`config.mk`:
```
export PLATFORM = sky130hd
export DESIGN_NAME = avalon_burst_reader
export DESIGN_NICKNAME = d
export VERILOG_FILES = /design/src/rtl/avalon_burst_reader.sv
export SDC_FILE = /design/constraint.sdc
export NUM_CORES = 1
export LEC_CHECK = 0
export CAP_MARGIN = 20
export CORE_MARGIN = 2
export CORE_UTILIZATION = 45
export CTS_BUF_LIST = sky130_fd_sc_hd__clkbuf_8
export CTS_CLUSTER_SIZE = 28
export DETAILED_ROUTE_END_ITERATION = 12
export HOLD_SLACK_MARGIN = 0.02
export PLACE_DENSITY = 0.6
export SETUP_SLACK_MARGIN = 0.05
export SYNTH_ARGS = -nofsm -noshare
export SYNTH_HDL_FRONTEND = slang
export SYNTH_SLANG_ARGS = --single-unit
```
`constraint.sdc`:
```
create_clock -name clk -period 4.85 [get_ports clk]
set_input_delay 0.7275 -clock clk [delete_from_list [all_inputs] [get_ports clk]]
set_output_delay 0.7275 -clock clk [all_outputs]
set_load 0.05 [all_outputs]
```
`src/rtl/avalon_burst_reader.sv`:
```
// avalon_burst_reader: splits a (start address, word count) command into
// Avalon-MM read bursts of at most MAX_BURST words, buffers the returned
// words in a first-word-fall-through FIFO and streams them out with a
// last-word marker and a completion pulse. One burst is in flight at a time,
// and a burst is only requested when the FIFO can hold all of it.
// Optional build macro AVALON_BURST_READER_STATS_EN adds the stat_bursts and
// stat_wait saturating counters.
module avalon_burst_reader #(
  parameter int DATA_W       = 32,
  parameter int BURSTCOUNT_W = 4,
  parameter int LEN_W        = 12,
  parameter int FIFO_DEPTH   = 16
) (
  input  logic                    clk,
  input  logic                    reset,
  input  logic                    cmd_valid,
  output logic                    cmd_ready,
  input  logic [31:0]             cmd_addr,
  input  logic [LEN_W-1:0]        cmd_len,
  output logic [31:0]             avm_address,
  output logic                    avm_read,
  output logic [BURSTCOUNT_W-1:0] avm_burstcount,
  input  logic                    avm_waitrequest,
  input  logic [DATA_W-1:0]       avm_readdata,
  input  logic                    avm_readdatavalid,
  output logic                    st_valid,
  input  logic                    st_ready,
  output logic [DATA_W-1:0]       st_data,
  output logic                    st_last,
  output logic                    done
`ifdef AVALON_BURST_READER_STATS_EN
  ,
  output logic [15:0]             stat_bursts,
  output logic [15:0]             stat_wait
`endif
);

  localparam int MAX_BURST = 2 ** (BURSTCOUNT_W - 1);
  localparam int AW        = $clog2(FIFO_DEPTH);
  localparam int CW        = AW + 1;

  typedef enum logic [1:0] {IDLE, ISSUE, WAIT_DATA, DRAIN} state_t;

  state_t                  r_state;
  logic [31:0]             r_cur_addr;
  logic [LEN_W-1:0]        r_remaining;
  logic [LEN_W-1:0]        r_out_left;
  logic [BURSTCOUNT_W-1:0] r_beats;

  logic [DATA_W-1:0]       r_mem [FIFO_DEPTH];
  logic [AW-1:0]           r_wptr;
  logic [AW-1:0]           r_rptr;
  logic [CW-1:0]           r_count;

  logic                    w_empty;
  logic                    w_full;
  logic [CW-1:0]           w_free;
  logic [BURSTCOUNT_W-1:0] w_b;
  logic                    w_space_ok;
  logic                    w_beat;
  logic                    w_push;
  logic                    w_pop;

  // Burst size for a given number of outstanding words: min(len, MAX_BURST).
  function automatic logic [BURSTCOUNT_W-1:0] burst_of(input logic [LEN_W-1:0] len);
    if (len > LEN_W'(MAX_BURST)) return BURSTCOUNT_W'(MAX_BURST);
    else return len[BURSTCOUNT_W-1:0];
  endfunction

  assign w_empty    = (r_count == '0);
  assign w_full     = (r_count == CW'(FIFO_DEPTH));
  assign w_free     = CW'(FIFO_DEPTH) - r_count;
  assign w_b        = burst_of(r_remaining);
  assign w_space_ok = (w_free >= CW'(w_b));
  // Beats only count while a burst is owed; stray or post-reset beats are ignored.
  assign w_beat     = (r_state == WAIT_DATA) && (r_beats != '0) && avm_readdatavalid;
  assign w_push     = w_beat && !w_full;
  assign w_pop      = !w_empty && st_ready;

  assign st_valid   = !w_empty;
  assign st_data    = r_mem[r_rptr];
  assign st_last    = !w_empty && (r_out_left == LEN_W'(1));

  // FIFO storage: data only, no reset needed.
  always_ff @(posedge clk) begin
    if (w_push) r_mem[r_wptr] <= avm_readdata;
  end

  // FIFO pointers and occupancy; simultaneous push and pop keep the count.
  always_ff @(posedge clk) begin
    if (reset) begin
      r_wptr  <= '0;
      r_rptr  <= '0;
      r_count <= '0;
    end else begin
      if (w_push) r_wptr <= r_wptr + AW'(1);
      if (w_pop)  r_rptr <= r_rptr + AW'(1);
      r_count <= r_count + CW'(w_push) - CW'(w_pop);
    end
  end

  // Command sequencing FSM with registered Avalon request and handshake outputs.
  always_ff @(posedge clk) begin
    if (reset) begin
      r_state        <= IDLE;
      cmd_ready      <= 1'b1;
      avm_read       <= 1'b0;
      avm_address    <= '0;
      avm_burstcount <= '0;
      done           <= 1'b0;
      r_cur_addr     <= '0;
      r_remaining    <= '0;
      r_out_left     <= '0;
      r_beats        <= '0;
    end else begin
      done <= 1'b0;
      if (w_pop) r_out_left <= r_out_left - LEN_W'(1);
      case (r_state)
        IDLE: begin
          if (cmd_valid) begin
            cmd_ready   <= 1'b0;
            r_cur_addr  <= {cmd_addr[31:2], 2'b00};
            r_remaining <= cmd_len;
            r_out_left  <= cmd_len;
            if (cmd_len == '0) begin
              r_state <= DRAIN;
            end else begin
              // FIFO is always empty in IDLE, so the first request goes out at once.
              r_state        <= ISSUE;
              avm_read       <= 1'b1;
              avm_address    <= {cmd_addr[31:2], 2'b00};
              avm_burstcount <= burst_of(cmd_len);
            end
          end
        end
        ISSUE: begin
          if (avm_read) begin
            if (!avm_waitrequest) begin
              avm_read    <= 1'b0;
              r_cur_addr  <= r_cur_addr + (32'(w_b) << 2);
              r_remaining <= r_remaining - LEN_W'(w_b);
              r_beats     <= w_b;
              r_state     <= WAIT_DATA;
            end
          end else if (w_space_ok) begin
            avm_read       <= 1'b1;
            avm_address    <= r_cur_addr;
            avm_burstcount <= w_b;
          end
        end
        WAIT_DATA: begin
          if (r_beats == '0) r_state <= (r_remaining != '0) ? ISSUE : DRAIN;
          else if (w_beat)   r_beats <= r_beats - BURSTCOUNT_W'(1);
        end
        DRAIN: begin
          if (w_empty && (r_out_left == '0)) begin
            done      <= 1'b1;
            cmd_ready <= 1'b1;
            r_state   <= IDLE;
          end
        end
        default: r_state <= IDLE;
      endcase
    end
  end

`ifdef AVALON_BURST_READER_STATS_EN
  // Saturating counters of accepted bursts and stalled request cycles.
  always_ff @(posedge clk) begin
    if (reset) begin
      stat_bursts <= '0;
      stat_wait   <= '0;
    end else begin
      if (avm_read && !avm_waitrequest && (stat_bursts != 16'hFFFF)) stat_bursts <= stat_bursts + 16'd1;
      if (avm_read && avm_waitrequest && (stat_wait != 16'hFFFF))    stat_wait   <= stat_wait + 16'd1;
    end
  end
`endif

endmodule
```
==> impl_metrics.yaml, run 1 <==
status:
  status: "complete, no violations"
worst_setup_path:
  crit_fanout: 39
  critPathRequiredTime_ps: 4120
  crit_buf_inv: 2
  worst_setup_path_start_kind: "flip-flop"
  crit_top_cell: "mux4_2"
  slowest_delay_ps: 790
  path_cells: "buf_4 -> mux4_2 -> mux4_2 -> clkdlybuf4s50_1"
  critPathArrivalTime_ps: 3470
  cp_slowest_cell: "dfxtp_4"
  cpLargestDelayFamily: "buffers and inverters"
  crit_type: "reg2out"
  end_kind: "primary output"
drt:
  vias_per_cell: 5.717
  ant_nets: 0
  dr_total_vias: 14783
  dr.first_iter.drc_count: 1080
  wl_mm: 60.51
  wl_per_cell_um: 23.40
  first_pass_iters: 7
  drcViolationCount: 0
floorplanning:
  die_x_um: 242.7
  rows: 87
  coreArea_um2: 56390
  die_h_um: 242.7
  initial_core_util: 0.4548
  die_area_um2: 58920
  io_pins: 155
yosys:
  syn-instance-count: 1550
  synth_top_family_by_area: "multiplexers"
  syn_area_um2: 25650
  synth-xor-area-share: 0.007854
  synth.distinct_cells: 67
  async_flop_share: 0
  avgSynthCellArea_um2: 16.55
  synth_fa_ha_area_frac: 0.01473
  synth_seq_cells: 626
  seq_area_frac_synth: 0.6885
  synth_edf_count: 512
  ys_warn_count: 0
  synth_compound_area_frac: 0.06440
  synthSimpleGateAreaFrac: 0.06049
  synth_ff_type: "edfxtp_1"
  synth_mux_area_frac: 0.1440
global_route:
  grt_first_pass_wirelength_mm: 92.34
  grt_max_degree: 69
  antenna_found_initial: 2
  grt_usage: 0.2068
  grt_pass1_vias: 15165
  grt_overflow: 0
clock_network:
  postCtsResizedCells: 0
  cts.sinks: 626
  cts_tree: "yes"
  clk_latency_ps: 700
  cts_buffers: 101
  clockRootBuffer: "clkbuf_8"
  ctsHtreeMaxLevel: 3
  cts_max_path_buffers: 3
  clk_pin_slew_ps: 60
  holdBufCountCts: 0
  post_cts_buffers: 0
pwr:
  powerDensity_nw_per_um2: 487.0
  p_leak_uw: 0.009761
  vdd_ir_drop_max_mv: 0.2765
timing:
  finalMaxSlewViolations: 0
  totalNegativeSetupSlack_ps: 0
  fin_crit_ps: 4194
  max_freq_ghz: 0.2384
  rsz0062_at_grt: "false"
  finalCritPeriodShare: 0.8648
  max_slew_margin: 0.3498
  tightest_slew_ps: 973.1
  fin_worst_skew_ps: 30.86
  setup_ws_ps: 655.6
  setup_viol: 0
  finalHoldViolations: 0
layout:
  fin_nets: 1857
  layout-drive-gt1-share: 0.1987
  fin_util: 0.5351
  syn2layout_area_growth_pct: 17.64
  fill_cells: 4687
  instances_no_fill: 2586
placed_design:
  numPortBuffers: 150
  place.gp.congestion: 0.7985
  dp_hpwl_mm: 33.98
  dp_cells: 2398
  dpl_worst_slack_ps: 1044
run:
  maxCapViolations: 0
worst_hold_path:
  hold_class: "reg2reg"
[cells by family after synthesis]
| group | count (synthesis) |
|---|---|
| and+or+nand+nor | 328 |
| DFF | 626 |
| AOI/OAI and AO/OA | 245 |
| xor gates and xnor gates | 23 |
| muxes | 169 |
| buffers and inverters | 128 |
| adders and majority gates | 29 |
| other | 2 |
[routing by layer]
| metal | track usage | vias to the layer above | wire, um |
|---|---|---|---|
| met5 | 0 | - | 0 |
| met3 | 0.03892 | 90 | 3019 |
| met4 | 0.06370 | 0 | 1111 |
| met1 | 0.2808 | 7656 | 26330 |
| li1 | - | 6628 | - |
| met2 | 0.3403 | 409 | 30050 |
[worst min-delay path: cells and delay by family (launching register included)]
kind | cells | cell delay, ps
flip-flops | 1 | 310
AO/OA/AOI/OAI | 1 | 60
AND/OR/NAND/NOR | 1 | 50
[sequential cells by signal, indices dropped and copies added, names as in the netlist, named ones only]
register and count:
done 1, r_out_left 12, r_beats 4, r_wptr 4, r_cur_addr 30, r_count 5
r_rptr 4, cmd_ready 1, avm_address 30, avm_burstcount 4, r_state 2, avm_read 1
r_mem 512, r_remaining 12
[placed cells by master, fill, tap and decap left out, drive strengths merged, types with 5 or more instances in the layout]
cell type | Yosys | routed
xor2 | 11 | 11
edfxtp | 512 | 512
a21oi | 82 | 82
o22ai | 6 | 6
clkinv | 0 | 27
nor4 | 7 | 7
a21o | 8 | 8
a31oi | 9 | 9
nor2 | 82 | 82
o21ai | 27 | 27
ha | 27 | 27
or3 | 7 | 7
xnor2 | 12 | 12
or4 | 7 | 7
nor2b | 7 | 7
nand2b | 11 | 11
a22oi | 9 | 9
dfxtp | 114 | 114
o211ai | 7 | 7
and3 | 6 | 6
and4 | 5 | 5
nand4 | 21 | 21
a211oi | 25 | 25
clkbuf | 77 | 106
clkdlybuf4s50 | 0 | 149
and2 | 6 | 6
o31ai | 6 | 6
nand3 | 16 | 16
buf | 28 | 48
nand2 | 117 | 117
inv | 23 | 71
nor3 | 25 | 25
a311oi | 34 | 34
mux4 | 160 | 160
mux2i | 9 | 9
[cell usage after synthesis, types with 3 or more instances]
cell | count | share of area
a21oi_1 | 82 | 0.016
nand3b_1 | 3 | 0.00088
o21ai_0 | 27 | 0.0053
dfxtp_1 | 114 | 0.089
and2_1 | 5 | 0.0012
buf_1 | 21 | 0.0031
o31ai_1 | 6 | 0.0018
nand2_1 | 117 | 0.017
a22oi_1 | 9 | 0.0026
a32oi_1 | 3 | 0.0010
clkbuf_1 | 77 | 0.011
ha_1 | 27 | 0.013
xnor2_1 | 12 | 0.0041
nor2_1 | 82 | 0.012
nand3_1 | 16 | 0.0031
xor2_1 | 11 | 0.0038
nand2b_1 | 11 | 0.0027
o22ai_1 | 6 | 0.0015
and4_1 | 5 | 0.0017
nor4_1 | 7 | 0.0017
a31o_2 | 4 | 0.0014
a41oi_1 | 3 | 0.0010
or3_1 | 7 | 0.0017
buf_2 | 3 | 0.00059
mux4_2 | 160 | 0.14
o211ai_1 | 7 | 0.0020
inv_1 | 23 | 0.0034
a21o_1 | 8 | 0.0023
a211oi_1 | 25 | 0.0073
a311oi_1 | 34 | 0.012
and3_1 | 6 | 0.0015
nand4_1 | 21 | 0.0051
mux2i_1 | 9 | 0.0035
edfxtp_1 | 512 | 0.60
nor3_1 | 25 | 0.0049
or4_1 | 6 | 0.0018
nor2b_1 | 7 | 0.0017
a31oi_1 | 9 | 0.0022
[layout make-up]
| type | count | area (um^2) | area share |
|---|---|---|---|
| clock buffer | 106 | 1459 | 0.04835 |
| inverter | 23 | 86.33 | 0.002861 |
| clock inverter | 78 | 412.9 | 0.01369 |
| tap | 756 | 945.9 | 0.03135 |
| timing repair buffer | 197 | 1968 | 0.06523 |
| multi-input combinational | 797 | 7625 | 0.2527 |
| antenna | 3 | 7.507 | 0.0002488 |
| sequential | 626 | 17670 | 0.5856 |
[stage by stage]
stage,hold WS [ps],total power (uW),area [um^2]
after floorplan,449.4,9374,25650
after CTS,473.5,14850,30140
final,470.9,14690,30170
after global placement,463.9,10530,28260
after detailed placement,465.6,10570,28270
after global routing,518.5,15400,30170
[where the power goes]
group	internal (uW)	switching, uW	leakage, uW
Clock	2180	2080	0.00112
Sequential	6050	273	0.00554
Combinational	1770	2340	0.00310
[path summary, 6_finish.rpt]
| check | slack (ps) | startpoint | end | cells after the start |
|---|---|---|---|---|
| worst max-delay path | 660 | flip-flop | st_data[27] | 4 |
| worst min-delay path | 470 | avm_burstcount[3] | avm_burstcount[3] | 2 |
| worst max register to register | 1020 | r_remaining[4] | r_cur_addr[20] | 11 |
| worst min register to register | 470 | avm_burstcount[3] | avm_burstcount[3] | 2 |
(Power assumes the default switching activity.)
==> inputs of run 2 (changes only) <==
Settings changed: GPL_ROUTABILITY_DRIVEN set to 1, HOLD_SLACK_MARGIN 0.02 to 0.08.
==> results of run 2 <==
The final DEF is identical to that of run 1; final timing and power are the same.
==> inputs of run 3 (changes only) <==
Settings changed: CELL_PAD_IN_SITES_DETAIL_PLACEMENT set to 1, CELL_PAD_IN_SITES_GLOBAL_PLACEMENT set to 1, PLACE_DENSITY 0.6 to 0.69.
==> run 3 against run 2 <==
Global-route usage grew 1.6 points; utilization grew 0.31 points; hold slack gained 24 ps; cell count is essentially flat; non-clock buffer count shrank 2; maximum frequency shrank 4.7%; flip-flop and latch count is the same; die area is the same; register-to-register slack lost 340 ps; first-iteration DRC count shrank 20%; highest routed layer is now met5.
==> impl_metrics.yaml, run 3 (synthesized netlist as in run 1, its figures left out) <==
layout:
  largest_reg_flops: 512
  fin_util: 0.5381
  largestRegisters: "r_mem: 512 flops, avm_address: 30 flops, r_cur_addr: 30 flops"
  regMostFlops: "r_mem"
  syn2layout_area_growth_pct: 18.31
  layout-drive-gt1-share: 0.2055
  fin_nets: 1854
  layout_common_cells: "edfxtp_1 (512), mux4_2 (160), clkdlybuf4s50_1 (149)"
  final_common_cell: "edfxtp_1"
placed_design:
  dp_hpwl_mm: 38.16
  numPortBuffers: 150
  place.gp.congestion: 0.7768
drt:
  first_pass_iters: 5
  wl_mm: 64.56
  drcViolationCount: 0
  dr_total_vias: 14966
  vias_per_cell: 5.790
  wl_per_cell_um: 24.97
  ant_nets: 0
  dr.first_iter.drc_count: 859
pwr:
  p_sw_uw: 4832
  vdd_ir_drop_max_mv: 0.2638
  powerDensity_nw_per_um2: 492.4
  p_sw_frac: 0.3234
  p_leak_uw: 0.009776
  p_seq_frac: 0.426
  internal_power_uw: 10110
  comb_power_share: 0.280
  clkPwrFrac: 0.294
floorplanning:
  die_area_um2: 58920
  die_x_um: 242.7
  initial_core_util: 0.4548
  rows: 87
  die_h_um: 242.7
  io_pins: 155
  coreArea_um2: 56390
clock_network:
  clockRootBuffer: "clkbuf_8"
  cts.sinks: 626
  clk_pin_slew_ps: 60
  post_cts_buffers: 0
  holdBufCountCts: 0
  clk_latency_ps: 700
  cts_tree: "yes"
  postCtsResizedCells: 0
  cts_buffers: 100
  cts_max_path_buffers: 3
  ctsHtreeMaxLevel: 3
timing:
  max_freq_ghz: 0.2271
  fin_crit_ps: 4403
  totalNegativeSetupSlack_ps: 0
  rsz0062_at_grt: "false"
  tightest_slew_ps: 917.4
  max_slew_margin: 0.3884
  finalCritPeriodShare: 0.9079
  finalMaxSlewViolations: 0
  fin_worst_skew_ps: 32.42
  setup_viol: 0
  finalHoldViolations: 0
worst_hold_path:
  hold_path_depth: 2
  hold_class: "reg2reg"
worst_setup_path:
  worst_r2r_path_depth: 11
  crit_top_cell: "mux4_2"
  worst_setup_path_start_kind: "flip-flop"
  crit_type: "reg2out"
  slowest_delay_ps: 790
  path_cells: "buf_4 -> mux4_2 -> mux4_2 -> clkdlybuf4s50_1"
  critPathArrivalTime_ps: 3680
  end_kind: "primary output"
  cp_slowest_cell: "dfxtp_4"
  crit_fanout: 31
  critPathRequiredTime_ps: 4120
global_route:
  grt_first_pass_wirelength_mm: 99.59
  antenna_found_initial: 5
  grt_max_degree: 68
  grt_overflow: 0
  grt_pass1_vias: 16247
  grt_usage: 0.2232
run:
  maxCapViolations: 0
status:
  status: "complete, no violations"
[run 3: changes by cell type in the layout (fill, tap and decap cells not counted), moves of 2 or more]
cell and change:
clkinv_1 -2, clkinv_2 +11, buf_4 -10, inv_1 -12, buf_12 +9
[run 3: final cells by class]
| type | count | area [um^2] |
|---|---|---|
| multi-input combinational | 797 | 7636 |
| timing repair buffer | 195 | 2062 |
| clock buffer | 106 | 1459 |
| tap | 756 | 945.9 |
| inverter | 23 | 86.33 |
| clock inverter | 78 | 478.0 |
| antenna | 4 | 10.01 |
| fill | 5430 | 26040 |
| sequential | 626 | 17670 |
[run 3: final timing paths]
check                                        from                end  slack (ps)
worst max-delay path                    flip-flop        st_data[24]         450
worst min-delay path            avm_burstcount[3]  avm_burstcount[3]         490
worst max register to register     r_remaining[4]    avm_address[26]         680
worst min register to register  avm_burstcount[3]  avm_burstcount[3]         490
[run 3: per-stage QoR]
| stage | setup slack [ps] | cells | power, uW | area, um^2 | hold slack, ps |
|---|---|---|---|---|---|
| 2_1_floorplan | 352.5 | 1551 | 9374 | 25650 | 449.4 |
| 4_1_cts | 315.3 | 2580 | 15110 | 30310 | 465.9 |
| 6_report | 446.6 | 2585 | 14940 | 30340 | 494.9 |
| 5_1_grt | 251.1 | 2585 | 15630 | 30340 | 525.9 |
| 3_3_place_gp | 850.3 | 2396 | 10600 | 28380 | 469.2 |
| 3_5_place_dp | 737.4 | 2396 | 10680 | 28380 | 490.0 |
[run 3: power groups by stage]
stage	Combinational, uW	Sequential, uW	Clock (uW)
floorplan	2720	6650	0
global placement	4140	6460	0
detailed placement	4210	6470	0
CTS	4240	6360	4510
global route	4510	6400	4720
finish	4190	6360	4390
[run 3: layer usage]
metal / vias to the layer above / global-route usage / routed length, um
met5: - / 0 / 16
met4: 2 / 0.07615 / 1601
met3: 111 / 0.04091 / 3231
met2: 446 / 0.3689 / 32070
met1: 7796 / 0.2992 / 27640
li1: 6611 / - / -
[run 3: critical path, delay by kind of cell (launching register included)]
kind / cells / cell delay [ps]
buf+inv: 2 / 1110
mux: 2 / 1080
flops: 1 / 790
